--- src/rtl/ac_stage_sequencer_pkg.sv ---
// Shared control definitions for the stage-A/stage-C sequencer and its helpers.
// Holds the sequencer state encoding and the legal parameter ranges used by assertions.
package ac_ctrl_pkg;

  typedef enum logic [1:0] {
    ST_IDLE  = 2'd0,
    ST_RUN   = 2'd1,
    ST_DRAIN = 2'd2,
    ST_DONE  = 2'd3
  } ac_state_e;

  localparam int LAT_MIN          = 1;
  localparam int LAT_MAX          = 4;
  localparam int MAX_INFLIGHT_MIN = 1;

  function automatic bit lat_legal(input int lat);
    return (lat >= LAT_MIN) && (lat <= LAT_MAX);
  endfunction

  function automatic bit inflight_legal(input int max_inflight);
    return max_inflight >= MAX_INFLIGHT_MIN;
  endfunction

endpackage

--- src/rtl/ac_stage_sequencer_if.sv ---
// Command/status bundle between the sequencer and whoever commands it.
// The master side issues start/count and reports stage-C back-pressure.
interface ac_stage_sequencer_if #(
  parameter int CNT_W = 8
);
  logic             start;
  logic [CNT_W-1:0] count;
  logic             stall_c;
  logic             en_a;
  logic             en_c;
  logic             busy;
  logic             done;
  logic [CNT_W-1:0] issued;
  logic [CNT_W-1:0] retired;

  modport master (
    output start, count, stall_c,
    input  en_a, en_c, busy, done, issued, retired
  );

  modport slave (
    input  start, count, stall_c,
    output en_a, en_c, busy, done, issued, retired
  );
endinterface

--- src/rtl/ac_stage_sequencer_token_delay.sv ---
// DEPTH-deep single-bit token shift register; a token injected at cycle t
// is presented on o_tok during cycle t+DEPTH.
module token_delay
  import ac_ctrl_pkg::*;
#(
  parameter int DEPTH = 1
) (
  input  logic clk,
  input  logic rst,
  input  logic i_tok,
  output logic o_tok
);

  logic [DEPTH-1:0] r_sr;

  always_ff @(posedge clk or posedge rst) begin
    if (rst) begin
      r_sr <= '0;
    end else begin
      r_sr[0] <= i_tok;
      for (int i = 1; i < DEPTH; i++) begin
        r_sr[i] <= r_sr[i-1];
      end
    end
  end

  assign o_tok = r_sr[DEPTH-1];

  a_depth_legal: assert property (@(posedge clk) lat_legal(DEPTH));

endmodule

--- src/rtl/ac_stage_sequencer.sv ---
// Issue/retire sequencer: generates the stage-A and stage-C flop enables for a
// commanded number of operations, with LAT-cycle spacing and stage-C back-pressure.
//
// state    | meaning
// ST_IDLE  | waiting for start; counters hold results of the last run
// ST_RUN   | issuing en_a until the latched count has been issued
// ST_DRAIN | all issued; retiring the remaining tokens through en_c
// ST_DONE  | one-cycle completion pulse, then back to ST_IDLE
module ac_stage_sequencer
  import ac_ctrl_pkg::*;
#(
  parameter int CNT_W        = 8,
  parameter int LAT          = 1,
  parameter int MAX_INFLIGHT = 4
) (
  input logic                 clk,
  input logic                 rst,
  ac_stage_sequencer_if.slave bus
);

  localparam int PEND_W = $clog2(MAX_INFLIGHT + 1);
  localparam logic [CNT_W-1:0] MAX_IF = CNT_W'(MAX_INFLIGHT);

  ac_state_e          r_state;
  logic [CNT_W-1:0]   r_count;
  logic [CNT_W-1:0]   r_issued;
  logic [CNT_W-1:0]   r_retired;
  logic [PEND_W-1:0]  r_pending;

  logic               w_en_a;
  logic               w_en_c;
  logic               w_tok_arrive;
  logic [CNT_W-1:0]   w_inflight;
  logic [PEND_W-1:0]  w_pending_eff;

  assign w_inflight = r_issued - r_retired;

  assign w_en_a = (r_state == ST_RUN) && (r_issued < r_count) && (w_inflight < MAX_IF);

  token_delay #(
    .DEPTH (LAT)
  ) u_token_delay (
    .clk   (clk),
    .rst   (rst),
    .i_tok (w_en_a),
    .o_tok (w_tok_arrive)
  );

  // A token arriving this cycle is already eligible, so it counts toward pending now.
  assign w_pending_eff = r_pending + PEND_W'(w_tok_arrive);
  assign w_en_c        = (w_pending_eff != '0) && !bus.stall_c;

  always_ff @(posedge clk or posedge rst) begin
    if (rst) begin
      r_pending <= '0;
    end else begin
      r_pending <= w_pending_eff - PEND_W'(w_en_c);
    end
  end

  always_ff @(posedge clk or posedge rst) begin
    if (rst) begin
      r_state   <= ST_IDLE;
      r_count   <= '0;
      r_issued  <= '0;
      r_retired <= '0;
    end else begin
      if (w_en_a) r_issued  <= r_issued + 1'b1;
      if (w_en_c) r_retired <= r_retired + 1'b1;

      case (r_state)
        ST_IDLE: begin
          if (bus.start) begin
            r_count   <= bus.count;
            r_issued  <= '0;
            r_retired <= '0;
            r_state   <= (bus.count == '0) ? ST_DONE : ST_RUN;
          end
        end
        ST_RUN: begin
          if (w_en_a && ((r_issued + 1'b1) == r_count)) r_state <= ST_DRAIN;
        end
        ST_DRAIN: begin
          // Leave on the final retire so done lands one cycle after the last en_c.
          if (w_en_c && ((r_retired + 1'b1) == r_count)) r_state <= ST_DONE;
        end
        ST_DONE: begin
          r_state <= ST_IDLE;
        end
        default: begin
          r_state <= ST_IDLE;
        end
      endcase
    end
  end

  assign bus.en_a    = w_en_a;
  assign bus.en_c    = w_en_c;
  assign bus.busy    = (r_state != ST_IDLE);
  assign bus.done    = (r_state == ST_DONE);
  assign bus.issued  = r_issued;
  assign bus.retired = r_retired;

  a_param_legal: assert property (@(posedge clk)
    lat_legal(LAT) && inflight_legal(MAX_INFLIGHT));

  a_en_c_needs_pending: assert property (@(posedge clk) disable iff (rst)
    w_en_c |-> (w_pending_eff != '0));

  a_inflight_bound: assert property (@(posedge clk) disable iff (rst)
    w_inflight <= MAX_IF);

  a_pending_bound: assert property (@(posedge clk) disable iff (rst)
    int'(r_pending) <= MAX_INFLIGHT);

  a_done_only_in_done: assert property (@(posedge clk) disable iff (rst)
    bus.done |-> (r_state == ST_DONE));

endmodule

--- src/flat_wrapper.sv ---
// flat-port wrapper written by rule: the top's interface ports become plain ports
module ac_stage_sequencer_flat import ac_ctrl_pkg::*;
#(
  parameter int CNT_W        = 8,
  parameter int LAT          = 1,
  parameter int MAX_INFLIGHT = 4
)
  (clk, rst, bus_start, bus_count, bus_stall_c, bus_en_a, bus_en_c, bus_busy, bus_done, bus_issued, bus_retired);
  ac_stage_sequencer_if #(.CNT_W(CNT_W)) bus_i ();
  input logic clk;
  input logic rst;
  input wire logic [$bits(bus_i.start)-1:0] bus_start;
  input wire logic [$bits(bus_i.count)-1:0] bus_count;
  input wire logic [$bits(bus_i.stall_c)-1:0] bus_stall_c;
  output wire logic [$bits(bus_i.en_a)-1:0] bus_en_a;
  output wire logic [$bits(bus_i.en_c)-1:0] bus_en_c;
  output wire logic [$bits(bus_i.busy)-1:0] bus_busy;
  output wire logic [$bits(bus_i.done)-1:0] bus_done;
  output wire logic [$bits(bus_i.issued)-1:0] bus_issued;
  output wire logic [$bits(bus_i.retired)-1:0] bus_retired;
  assign bus_i.start = bus_start;
  assign bus_i.count = bus_count;
  assign bus_i.stall_c = bus_stall_c;
  assign bus_en_a = bus_i.en_a;
  assign bus_en_c = bus_i.en_c;
  assign bus_busy = bus_i.busy;
  assign bus_done = bus_i.done;
  assign bus_issued = bus_i.issued;
  assign bus_retired = bus_i.retired;
  ac_stage_sequencer #(.CNT_W(CNT_W), .LAT(LAT), .MAX_INFLIGHT(MAX_INFLIGHT)) u_core (.clk(clk), .rst(rst), .bus(bus_i));
endmodule
--- config.mk ---
export PLATFORM = sky130hd
export DESIGN_NAME = ac_stage_sequencer_flat
export DESIGN_NICKNAME = d
export VERILOG_FILES = /design/src/rtl/ac_stage_sequencer_pkg.sv /design/src/rtl/ac_stage_sequencer_if.sv /design/src/rtl/ac_stage_sequencer_token_delay.sv /design/src/rtl/ac_stage_sequencer.sv /design/src/flat_wrapper.sv
export SDC_FILE = /design/constraint.sdc
export NUM_CORES = 1
export LEC_CHECK = 0
export ABC_AREA = 1
export BUFFER_PORTS_ARGS = -buffer_cell sky130_fd_sc_hd__buf_2
export CORE_ASPECT_RATIO = 2
export CORE_MARGIN = 4
export CORE_UTILIZATION = 35
export DETAILED_ROUTE_END_ITERATION = 10
export PLACE_DENSITY_LB_ADDON = 0.1
export SLEW_MARGIN = 15
export SYNTH_ARGS = -nofsm -noshare
export SYNTH_HDL_FRONTEND = slang
export SYNTH_SLANG_ARGS = --single-unit
--- constraint.sdc ---
create_clock -name clk -period 2.7 [get_ports clk]
set_clock_uncertainty 0.15 [all_clocks]
set_input_delay 0.675 -clock clk [delete_from_list [all_inputs] [get_ports clk]]
set_output_delay 0.675 -clock clk [all_outputs]
set_load 0.1 [all_outputs]
==> flow_metrics.env <==
export IMPL_status="complete, but fails checks"
export IMPL_violations="negative setup slack"
export IMPL_comb_power_share_pct=67.6
export IMPL_synthToLayoutAreaGrowth_pct=35.9
export IMPL_ys_warn_count=0
export IMPL_dp_hpwl_mm=6.02
export IMPL_post_route_drc_count=0
export IMPL_cp_required_ps=1880
export IMPL_max_slew_margin_rel_pct=67.4
export IMPL_clockBufferDepth=2
export IMPL_vias=2545
export IMPL_io_pins=32
export IMPL_max_vdd_ir_drop_mv=0.702
export IMPL_setup_violations=1
export IMPL_synth_edf_count=0
export IMPL_min_period_ps=2860
export IMPL_critPathMaxFanout=5
export IMPL_p_sw_share_pct=52.8
export IMPL_cts_hold_buffers=0
export IMPL_ys_ff_latch=30
export IMPL_placed_area_um2=3030
export IMPL_coreArea_um2=6940
export IMPL_rows=43
export IMPL_drt_first_pass_iters=4
export IMPL_postSynthAreaPerCell_um2=6.92
export IMPL_worst_path_max_delay_cell="dfrtp_4"
export IMPL_dieArea_um2=8610
export IMPL_synthMuxAreaShare_pct=0
export IMPL_maxCapViolCount=0
export IMPL_ctsHtreeMaxLevel=2
export IMPL_grt_pass1_wl_mm=12.0
export IMPL_clkPwrFrac_pct=13.1
export IMPL_power_switching_mw=2.18
export IMPL_finalHoldViolations=0
export IMPL_cts_tree="built"
export IMPL_synth_adder_area_share_pct=12.6
export IMPL_fin_hold_ws_ps=322
export IMPL_r2r_slack_ps=370
export IMPL_grt_pass1_vias=2506
export IMPL_grt_usage_pct=18.9
export IMPL_pwr_share_seq_pct=19.2
export IMPL_antenna_left=0
export IMPL_final_nets=471
export IMPL_cts_root_buffer="clkbuf_16"
export IMPL_netlist_instances=360
export IMPL_fmax_ghz=0.349
export IMPL_setup_ws_ps=-162
export IMPL_antenna_found_initial=0
export IMPL_numPortBuffers=31
export IMPL_synthArstFlopShare_pct=100
export IMPL_cp_end_kind="primary output"
export IMPL_path_cells="inv_2 > ha_4 > nand2_1 > nand2_1 > a21oi_2 > nand2_1 > nand2_2 > nand3_2 > nor2_4 > nand2_4 > inv_4 > buf_12"
export IMPL_drive_above_1_share_pct=33.3
export IMPL_p_leak_nw=1.80
export IMPL_period_share_pct=106
export IMPL_clock_sinks=30
export IMPL_syn_area_um2=2490
export IMPL_synth_largest_area_cell="dfrtp_1"
export IMPL_crit_top_cell="nand2_1"
export IMPL_design_area_um2=3380
export IMPL_clock_latency_ps=280
export IMPL_synth_most_common_cell="nand2_1"
export IMPL_drt_iter0_drc=75
export IMPL_grt_max_degree=31
export IMPL_routedWlPerCell_um=14.2
export IMPL_synth_top_area_share_pct=30.2
export IMPL_synth_top_family_by_area="simple AND/OR/NAND/NOR gates"
export IMPL_fillCellCount=688
export IMPL_slowest_delay_ps=470
export IMPL_ys_types=31
export IMPL_viasPerCell=4.85
export IMPL_r2r_end="u_core.r_state[1]"
export IMPL_gp_congestion=0.885
export IMPL_rr_worst_depth=16
export IMPL_arrival_ps=2040
export IMPL_synth_xor_area_share_pct=3.72
export IMPL_r2r_start="u_core.bus.retired[4]"
export IMPL_cp_start_kind="flop"
export IMPL_synthFlopType="dfrtp_1"
export IMPL_hold_path_class="in -> async"
export IMPL_grt_remaining_overflow=0
export IMPL_postRouteWirelength_mm=7.47
export IMPL_cts_buffers=5
export IMPL_synth_simple_area_share_pct=32.9
export IMPL_cts_reportedPaths_clkPinSlew_ps=50
export IMPL_die_h_um=127
export IMPL_antenna_cells=0
export IMPL_crit_type="reg -> out"
export IMPL_synth_seq_area_share_pct=30.2
export IMPL_intPower_mw=1.95
export IMPL_initial_core_util_pct=35.9
export IMPL_rsz0062_at_grt="yes"
export IMPL_synthTopCellsByCount="96 x nand2_1, 61 x inv_1, 32 x nand3_1"
export IMPL_synth_nets=397
export IMPL_fp_dieW_um=67.6
export IMPL_yosys_top_cells_area="dfrtp_1 30%, nand2_1 14%, ha_1 13%"
export IMPL_synth_compound_area_share_pct=10.3
export IMPL_power_density_nw_per_um2=1220
export IMPL_worst_slew_pin_slew_ps=492
export IMPL_timing_final_max_slew_violations=0
cells by family (layout without fill, tap and decap cells):
family,count (synthesis),count (layout)
adders and majority gates,25,25
xor gates and xnor gates,9,9
AOI/OAI and AO/OA,48,48
buffers and inverters,69,144
and+or+nand+nor,179,179
DFF,30,30
registers in the layout, summed over array words and instances (netlist names):
name / count
u_core.r_count: 8
u_core.bus.retired: 8
u_core.r_state: 2
u_core.bus.issued: 8
u_core.u_token_delay.o_tok: 1
u_core.r_pending: 3
stage by stage:
step | setup WS [ps] | cells | power, mW | setup TNS (ps) | util (%)
floorplan | -225 | 360 | 2.64 | -225 | -
global placement | -28.4 | 507 | 3.34 | -28.4 | 43.7
detailed placement | -33.4 | 507 | 3.35 | -33.4 | 43.7
CTS | -183 | 522 | 4.08 | -183 | 47.8
global route | -272 | 525 | 4.48 | -272 | 48.8
finish | -162 | 525 | 4.13 | -162 | 48.8
worst max-delay path by stage:
stage | start | to | slack (ps) | cells past startpoint
3_5_place_dp | u_core.bus.retired[3] | bus_en_a | -30 | 12
2_1_floorplan | u_core.bus.retired[5] | bus_en_a | -220 | 11
6_report | u_core.bus.retired[4] | bus_en_a | -160 | 12
4_1_cts | u_core.bus.retired[2] | bus_en_a | -180 | 14
3_3_place_gp | u_core.bus.retired[3] | bus_en_a | -30 | 12
5_1_grt | u_core.bus.issued[3] | bus_en_a | -270 | 12
worst max-delay path: cells and delay by family, from the launching register on:
kind | cells | cell delay, ps
flip-flops | 1 | 470
AO/OA/AOI/OAI | 1 | 170
AND/OR/NAND/NOR | 7 | 570
adder cells (fa/ha/maj) | 1 | 220
buffers and inverters | 3 | 310
layout make-up:
type / count / area [um^2] / area share (%)
clock buffer: 8 / 136 / 4.03
inverter: 64 / 250 / 7.39
multi-input combinational: 261 / 1610 / 47.7
sequential: 30 / 779 / 23.0
tap: 90 / 113 / 3.33
timing repair buffer: 72 / 493 / 14.6
timing repair:
item	4_1_cts	5_1_grt
endpoints found under the setup margin	1	2
buffers inserted	7	3
hold endpoints to repair	0	0
gates resized for setup	22	13
pin swaps	6	5
per-layer routing:
layer	track usage (%)	part of all wire [%]	up-vias
met2	35.2	56	49
li1	-	-	1289
met3	2.73	3.1	21
met1	18.8	36	1186
met4	10.3	5.0	0
met5	0	0	-
layout by cell type (no fill, tap or decap), drive strengths merged, types with 2 or more instances in the layout:
master / n
or2: 4
nand4: 3
nor4: 2
dfrtp: 30
a21oi: 20
o21ai: 25
clkbuf: 8
ha: 25
nand2: 107
xor2: 3
inv: 64
xnor2: 5
nand3: 35
buf: 72
nor2: 27
a211oi: 2
power by group through the flow:
stage / logic (mW) / clock network, mW / registers, mW
finish: 2.79 / 0.542 / 0.795
global route: 3.09 / 0.576 / 0.818
CTS: 2.73 / 0.560 / 0.789
detailed placement: 2.56 / 0 / 0.787
global placement: 2.56 / 0 / 0.779
floorplan: 1.34 / 0 / 1.30
No activity file was read; power rests on OpenSTA's default activity.
